**src/rtl/browar_pkg.sv**
```systemverilog
// Shared types and sizing for the writeback stage and its pending-write scoreboard.
// Link writes split a PC into a lo half {pc[DATA_W-2:0],1'b0} and a hi half pc[PC_W-1:DATA_W-1].
package browar_pkg;

    localparam int DATA_W = 16;
    localparam int ADDR_W = 4;
    localparam int REG_N  = 16;
    localparam int PC_W   = 31;

    typedef enum logic {
        WB_IDLE,
        WB_LINK_HI
    } wb_state_t;

    typedef enum logic [2:0] {
        SRC_NONE,
        SRC_ALU,
        SRC_MEM,
        SRC_LINK_LO,
        SRC_LINK_HI
    } wb_src_t;

    function automatic logic [DATA_W-1:0] link_lo_half(input logic [PC_W-1:0] pc);
        return {pc[DATA_W-2:0], 1'b0};
    endfunction

    function automatic logic [DATA_W-1:0] link_hi_half(input logic [PC_W-1:0] pc);
        return pc[PC_W-1:DATA_W-1];
    endfunction

endpackage

```
**src/rtl/wb_scoreboard.sv**
```systemverilog
// Pending-write bitmask: a completed write clears its bit, a decode claim sets one.
// When both hit the same register in one cycle the claim wins.
module wb_scoreboard
    import browar_pkg::*;
(
    input  logic              clk,
    input  logic              rst_n,
    input  logic              clr_valid,
    input  logic [ADDR_W-1:0] clr_reg,
    input  logic              set_valid,
    input  logic [ADDR_W-1:0] set_reg,
    output logic [REG_N-1:0]  pending
);

    logic [REG_N-1:0] r_pending;
    logic [REG_N-1:0] w_clr_mask;
    logic [REG_N-1:0] w_set_mask;

    always_comb begin
        w_clr_mask = '0;
        w_set_mask = '0;
        if (clr_valid) w_clr_mask[clr_reg] = 1'b1;
        if (set_valid) w_set_mask[set_reg] = 1'b1;
    end

    // Set is OR-ed after the clear so a same-register claim survives the clear.
    always_ff @(posedge clk) begin
        if (!rst_n) begin
            r_pending <= '0;
        end else begin
            r_pending <= (r_pending & ~w_clr_mask) | w_set_mask;
        end
    end

    assign pending = r_pending;

endmodule

```
**src/rtl/writeback.sv**
```systemverilog
// Final pipeline stage: arbitrates ALU, load and two-beat link writes onto the single
// register-file write port, and tracks outstanding destinations for RAW stalls upstream.
module writeback
    import browar_pkg::*;
(
    input  logic              cpu_clk,
    input  logic              cpu_rst,
    input  logic              alu_valid,
    input  logic [ADDR_W-1:0] alu_dst,
    input  logic [DATA_W-1:0] alu_value,
    input  logic              mem_valid,
    output logic              mem_ready,
    input  logic [ADDR_W-1:0] mem_dst,
    input  logic [DATA_W-1:0] mem_value,
    input  logic              link_valid,
    output logic              link_ready,
    input  logic [ADDR_W-1:0] link_dst_lo,
    input  logic [ADDR_W-1:0] link_dst_hi,
    input  logic [PC_W-1:0]   link_pc,
    input  logic              claim_valid,
    input  logic [ADDR_W-1:0] claim_reg,
    output logic              rf_we,
    output logic [ADDR_W-1:0] rf_waddr,
    output logic [DATA_W-1:0] rf_wdata,
    output logic [REG_N-1:0]  pending,
    output logic              wb_stall,
    output wb_state_t         dbg_state
);

    // Handshake: mem_ready/link_ready are combinational accepts, high only in the cycle
    // the matching valid is taken; ALU results have no ready and are always taken.

    wb_state_t         r_state;
    wb_state_t         w_next_state;
    wb_src_t           w_src;
    logic [ADDR_W-1:0] r_hi_dst;
    logic [DATA_W-1:0] r_hi_data;
    logic              r_we;
    logic [ADDR_W-1:0] r_waddr;
    logic [DATA_W-1:0] r_wdata;
    logic [ADDR_W-1:0] w_waddr;
    logic [DATA_W-1:0] w_wdata;

    always_comb begin
        w_next_state = r_state;
        w_src        = SRC_NONE;
        link_ready   = 1'b0;
        mem_ready    = 1'b0;
        case (r_state)
            WB_IDLE: begin
                if (alu_valid) begin
                    w_src = SRC_ALU;
                end else if (link_valid) begin
                    w_src        = SRC_LINK_LO;
                    link_ready   = 1'b1;
                    w_next_state = WB_LINK_HI;
                end else if (mem_valid) begin
                    w_src     = SRC_MEM;
                    mem_ready = 1'b1;
                end
            end
            WB_LINK_HI: begin
                // A late ALU result still owns the port; the hi half waits behind it.
                if (alu_valid) begin
                    w_src = SRC_ALU;
                end else begin
                    w_src        = SRC_LINK_HI;
                    w_next_state = WB_IDLE;
                end
            end
            default: w_next_state = WB_IDLE;
        endcase
        if (!cpu_rst) begin
            link_ready = 1'b0;
            mem_ready  = 1'b0;
        end
    end

    always_comb begin
        w_waddr = '0;
        w_wdata = '0;
        case (w_src)
            SRC_ALU: begin
                w_waddr = alu_dst;
                w_wdata = alu_value;
            end
            SRC_MEM: begin
                w_waddr = mem_dst;
                w_wdata = mem_value;
            end
            SRC_LINK_LO: begin
                w_waddr = link_dst_lo;
                w_wdata = link_lo_half(link_pc);
            end
            SRC_LINK_HI: begin
                w_waddr = r_hi_dst;
                w_wdata = r_hi_data;
            end
            default: begin
                w_waddr = '0;
                w_wdata = '0;
            end
        endcase
    end

    always_ff @(posedge cpu_clk) begin
        if (!cpu_rst) begin
            r_state   <= WB_IDLE;
            r_hi_dst  <= '0;
            r_hi_data <= '0;
            r_we      <= 1'b0;
            r_waddr   <= '0;
            r_wdata   <= '0;
        end else begin
            r_state <= w_next_state;
            if (w_src == SRC_LINK_LO) begin
                r_hi_dst  <= link_dst_hi;
                r_hi_data <= link_hi_half(link_pc);
            end
            r_we    <= (w_src != SRC_NONE);
            r_waddr <= w_waddr;
            r_wdata <= w_wdata;
        end
    end

    wb_scoreboard u_scoreboard (
        .clk       (cpu_clk),
        .rst_n     (cpu_rst),
        .clr_valid (r_we),
        .clr_reg   (r_waddr),
        .set_valid (claim_valid),
        .set_reg   (claim_reg),
        .pending   (pending)
    );

    assign rf_we     = r_we;
    assign rf_waddr  = r_waddr;
    assign rf_wdata  = r_wdata;
    assign wb_stall  = (r_state == WB_LINK_HI) || link_ready;
    assign dbg_state = r_state;

endmodule

```
**config.mk**
```make
export PLATFORM = sky130hd
export DESIGN_NAME = writeback
export DESIGN_NICKNAME = d
export VERILOG_FILES = /design/src/rtl/browar_pkg.sv /design/src/rtl/wb_scoreboard.sv /design/src/rtl/writeback.sv
export SDC_FILE = /design/constraint.sdc
export NUM_CORES = 1
export LEC_CHECK = 0
export ABC_AREA = 1
export BUFFER_PORTS_ARGS = -buffer_cell sky130_fd_sc_hd__clkbuf_2
export CAP_MARGIN = 20
export CORE_MARGIN = 5
export CORE_UTILIZATION = 47
export CTS_BUF_LIST = sky130_fd_sc_hd__clkbuf_4 sky130_fd_sc_hd__clkbuf_8
export CTS_CLUSTER_SIZE = 20
export DETAILED_ROUTE_END_ITERATION = 10
export PLACE_DENSITY = 0.82
export SYNTH_ARGS = -nofsm -noshare
export SYNTH_HDL_FRONTEND = slang
export SYNTH_SLANG_ARGS = --single-unit
```
**constraint.sdc**
```tcl
create_clock -name cpu_clk -period 1.4 [get_ports cpu_clk]
set_clock_uncertainty 0.2 [all_clocks]
set_input_delay 0.07 -clock cpu_clk [delete_from_list [all_inputs] [get_ports cpu_clk]]
set_output_delay 0.07 -clock cpu_clk [all_outputs]
set_load 0.02 [all_outputs]
```
Word level (Yosys, flattened, before mapping)
Index checks and enable logic that the tools add are counted.
{"block": "totals", "reg_bits": 58, "inputBits": 89, "output_inout_bits": 41, "wordCells": 47}
{"block": "op_classes", "n_lt_le_gt_ge": 4, "n_eq_ne": 4, "mux": 24, "bitwise": 4, "reduce_logical": 4}
{"op": "16-bit one-hot mux with 4 select lines", "count": 1}
{"op": "16-bit 2-to-1 mux", "count": 2}
{"op": "16-bit bitwise AND", "count": 1}
{"op": "16-bit inverter", "count": 1}
{"op": "16-bit OR", "count": 1}
{"op": "4-bit one-hot mux with 4 select lines", "count": 1}
{"op": "1-bit 2-to-1 mux", "count": 12}
{"op": "4-bit by 5-bit < comparator with 1-bit output, second input constant", "count": 2}
{"op": "1-bit demux with 4-bit select", "count": 2}
{"op": "4-bit by 1-bit >= comparator with 1-bit output, second input constant", "count": 2}
{"op": "3-bit by 2-bit equality test with 1-bit output, second input constant", "count": 2}
{"op": "2-bit 2-to-1 mux", "count": 3}
{"op": "3-bit one-hot mux with 2 select lines", "count": 1}
{"op": "3-bit by 1-bit equality test with 1-bit output, second input constant", "count": 1}
{"op": "3-bit equality test, second input constant", "count": 1}
{"op": "3-bit 2-to-1 mux", "count": 1}
{"op": "3-bit nonzero test", "count": 1}
{"op": "1-bit logical AND", "count": 2}
{"op": "1-bit one-hot mux with 2 select lines", "count": 1}
{"op": "1-bit logical OR", "count": 1}
{"op": "1-bit inverter", "count": 1}

Longest topological paths before layout
{"block": "logic_depth", "ltp_word": 8, "depth_mapped": 6, "depth_no_buf": 5}

Cells and area by module
A second synthesis with hierarchy kept.
{"block": "unflattened", "cells_unflattened": 431, "area_unflattened_um2": 2882.8}
{"module": "writeback", "n_inst": 1, "cells_each": 318, "area_each_um2": 2127.0, "seq_area_each_um2": 840.8}
{"module": "wb_scoreboard", "n_inst": 1, "cells_each": 113, "area_each_um2": 755.7, "seq_area_each_um2": 320.3}

Worst setup path before layout
OpenSTA, ideal clock, no wires.
{"block": "synth_path", "path_kind": "reg2out", "start": "reg r_state (netlist: dbg_state)", "end": "out wb_stall", "arrival_time_ps": 1202, "t_required_ps": 1130, "setup_slack_ps": -72, "path_stages_with_launch": 5, "n_path_buf": 0, "cell_sequence": "dfxtp_1 -> nor2_4 -> nand2_2 -> nor2_1 -> or2_2"}
{"block": "synth_between", "elab_chain_cells": 3}
{"element": "from (decl)", "line": "writeback.sv:33", "source": "wb_state_t r_state;"}
{"element": "from (signal assigned)", "line": "writeback.sv:115", "source": "r_state <= w_next_state;"}
{"element": "1-bit 2-to-1 mux", "line": "writeback.sv:49", "source": "case (r_state)"}
{"element": "1-bit 2-to-1 mux", "line": "writeback.sv:73", "source": "if (!cpu_rst) begin"}
{"element": "via link_ready", "line": "writeback.sv:16", "source": "output logic link_ready,"}
{"element": "1-bit logical OR", "line": "writeback.sv:139", "source": "assign wb_stall = (r_state == WB_LINK_HI) || link_ready;"}
{"element": "to (decl)", "line": "writeback.sv:26", "source": "output logic wb_stall,"}
The timed path passes the listed nets, and every way through them passes these cells.

Worst setup path in the final report
{"block": "layout_path", "start": "reg r_state (netlist: dbg_state)", "end": "reg r_wdata[15] (netlist: rf_wdata[15])"}
{"block": "layout_between", "elab_chain_cells": 4, "word_cells_on_any_way": 7, "classes_between": "eq/ne (4); mux (2); bitwise (1)"}
{"element": "1-bit inverter"}
{"element": "3-bit one-hot mux with 2 select lines *", "line": "writeback.sv:49"}
{"element": "3-bit equality test, or another cell as far along", "line": "writeback.sv:82", "source": "case (w_src)"}
{"element": "16-bit one-hot mux with 4 select lines *", "line": "writeback.sv:82"}
{"element": "to (signal assigned)", "line": "writeback.sv:122", "source": "r_wdata <= w_wdata;"}
{"element": "to (decl)", "line": "writeback.sv:40", "source": "logic [DATA_W-1:0] r_wdata;"}
Every way passes the cells marked *; elsewhere a longest branch is shown, timed or not.
A chain may end at the register's enable or synchronous reset.

==> impl_metrics.toml <==
[global_routing]
antenna_found_initial = 2
gr-total-overflow = 0
grt_max_degree = 39
grt_pass1_vias = 4242
track_usage_pct = 39.5
grt_pass1_wl_um = 21800

[detailed_routing]
drtIter0Drc = 1021
wl_um = 19200
routedWlPerCell_um = 27.7
num_vias = 4709
ant_nets = 0
drc = 100
firstDrtPassIters = 11
vias_per_cell = 6.78

[critical_path]
rr_worst_depth = 8
critPathMaxStageDelay_ps = 390
worstPathMaxFanout = 9
r2r_end = "rf_wdata[15]$_SDFF_PN0_"
cp_top_family = "simple AND/OR/NAND/NOR gates"
worstPathArrival_ps = 1860
path_class = "register to register"
cp.required_ps = 1460
startpoint_type = "register"
worstPathCellList = "nor2_4 -> buf_4 -> buf_6 -> buf_8 -> nand3_1 -> nand3_1 -> nor2_1 -> nor2_1"
crit_slowest_cell = "dfxtp_4"
crit_path_end_kind = "register"
r2r-start = "dbg_state$_SDFF_PN0_"
critPathBufInv = 3
regToRegSetupSlack_ps = -410

[synthesis]
synth_seq_cells = 58
syn-instance-count = 392
yosysUniqueCellTypes = 18
syn-num-nets = 481
ys_seq_area_share_pct = 44.4
syn_avg_cell_area_um2 = 6.67
ys_warn_count = 0
synthesis.area_mm2 = 0.00261

[cts]
clockBufferDepth = 2
cts_made_buffers = 9
clk_latency_ps = 350
cts_sinks = 58
h-tree-depth = 3
ctsRootBufferMaster = "clkbuf_8"
cts_tree = "done"
clk_pin_slew_ps = 80

[hold_path]
hold_class = "input pin to register"
min_path_cells = 4
hp-start = "cpu_rst"
hold_path_end = "rf_waddr[2]$_SDFF_PN0_"

[timing]
worst_pin_slew_ps = 400
maxSlewHeadroom_pct = 73.3
setup_viol = 46
timing.final.max_slew_violations = 0
hold_viol_final = 0
post-route-period-util_pct = 129
fin_ws_ps = -407
holdWs_ps = 118
tns_ps = -10470
max_freq_ghz = 0.554
finalCriticalPeriod_ps = 1810
rsz0062_at_grt = "true"

[floorplanning]
io-pin-count = 130
initial_utilization_pct = 48.1
die_area_mm2 = 0.00715
dieHeight_um = 84.6
core-area_mm2 = 0.00544
num_rows = 27
fp.dieW_um = 84.6

[placed_design]
dp_hpwl_um = 6010
place_congestion = 0.863
port_buffers = 129

[power]
powerDensity_mw_per_mm2 = 958
switching_share_pct = 33.6
comb_power_share_pct = 26.5
clkPwrFrac_pct = 35.0
switchingPower_uw = 1600
ir_drop_mv = 0.952
p_int_uw = 3150
leakage_uw = 0.00237
seqPwrFrac_pct = 38.5
power_uw = 4750

[cells_and_area]
num-fill-cells = 172
synthToLayoutAreaGrowth_pct = 89.7
nets = 706
multi_input_area_mm2 = 0.00156
drive_above_1_share_pct = 36.9
seq_area_mm2 = 0.00116

[run]
drv_cap = 0

[outcome]
status = "finished, violations left"
violations = "design-rule violations, negative setup slack"
[cells in the final DEF, fill, tap and decap left out, types with 9 or more instances in the layout]
master         count
clkbuf_2         126
nor2_1            88
dlygate4sd3_1     86
dfxtp_1           57
nand3_1           53
nand2_1           39
inv_1             33
nand3_2           19
a21oi_1           18
o21ai_0           16
nor2_2            16
o21ai_4           14
clkbuf_8          10
buf_4              9
[power by group through the flow]
stage	logic (uW)	registers [uW]	clock network, uW
5_1_grt	1290	1830	1700
2_1_floorplan	301	1890	0
3_3_place_gp	631	1830	0
4_1_cts	854	1800	1520
3_5_place_dp	643	1830	0
6_report	1260	1830	1660
[worst register-to-register path, cell delays in order, from the launching register on]
cell     delay [ps]
dfxtp_4         390
nor2_4          210
buf_4           160
buf_6           140
buf_8           150
nand3_1         110
nand3_1         130
nor2_1           70
nor2_1          150
[worst max-delay path by stage]
stage	from	to	slack [ps]	cells after the start
floorplan	dbg_state$_SDFF_PN0_	wb_stall	30	4
global placement	dbg_state$_SDFF_PN0_	r_hi_data[8]$_SDFFE_PN0N_	90	5
detailed placement	dbg_state$_SDFF_PN0_	r_hi_dst[0]$_SDFFE_PN0N_	50	5
CTS	dbg_state$_SDFF_PN0_	mem_ready	-190	5
global route	dbg_state$_SDFF_PN0_	rf_wdata[6]$_SDFF_PN0_	-500	8
finish	dbg_state$_SDFF_PN0_	rf_wdata[15]$_SDFF_PN0_	-410	8
[metrics by stage]
step           utilization (%)  setup slack (ps)  cells  area, um2
6_report                  91.2              -407    695       4960
5_1_grt                   91.2              -499    695       4960
4_1_cts                   82.4              -189    688       4480
3_5_place_dp              62.0              49.5    584       3370
3_3_place_gp              62.0              91.7    584       3370
2_1_floorplan                -              26.5    392       2620
[layer usage]
metal | up-vias | GRT usage [%] | share of wire, %
met3 | 311 | 16.8 | 18
met2 | 680 | 60.9 | 39
met4 | 0 | 34.4 | 13
met5 | - | 0 | 0
met1 | 2011 | 40.9 | 30
li1 | 1707 | - | -
[synth_stat cells, drive strengths merged]
master	number	area [um2]
nand2	40	153
clkbuf	6	25.0
or2	1	6.26
o21ai	37	185
nor2	108	413
buf	17	86.3
inv	34	128
dfxtp	58	1160
nand3	72	360
nand4	1	6.26
a21oi	18	90.1
[kinds of logic (layout without fill, tap and decap cells)]
logic type | Yosys count | after routing | synth area share, %
AOI/OAI and AO/OA | 55 | 55 | 10.5
other | 0 | 2 | 0
DFF | 58 | 58 | 44.4
and+or+nand+nor | 222 | 222 | 35.9
buffers and inverters | 57 | 286 | 9.14
[state kept, by name, indices dropped and copies added (netlist names)]
register	flops
r_hi_data	16
rf_wdata	16
u_scoreboard.pending	16
r_hi_dst	4
rf_waddr	4
dbg_state	1
rf_we	1
[cell type report]
type,count,share of cell area (%)
diodes,2,0.101
clock buffers,12,3.08
clock inverters,3,0.807
inverters,34,2.73
multi-input cells,277,31.4
flip-flops and latches,58,23.5
well taps,72,1.82
repair buffers,237,36.5
[what timing repair did]
item,4_1_cts,5_1_grt
endpoints found under the setup margin,4,50
gates resized for setup,17,108
pin swaps,2,11
cloned,0,2
hold buffers,86,0
buffers inserted,3,3
hold endpoints to repair,57,0
No activity file was read; power rests on OpenSTA's default activity.
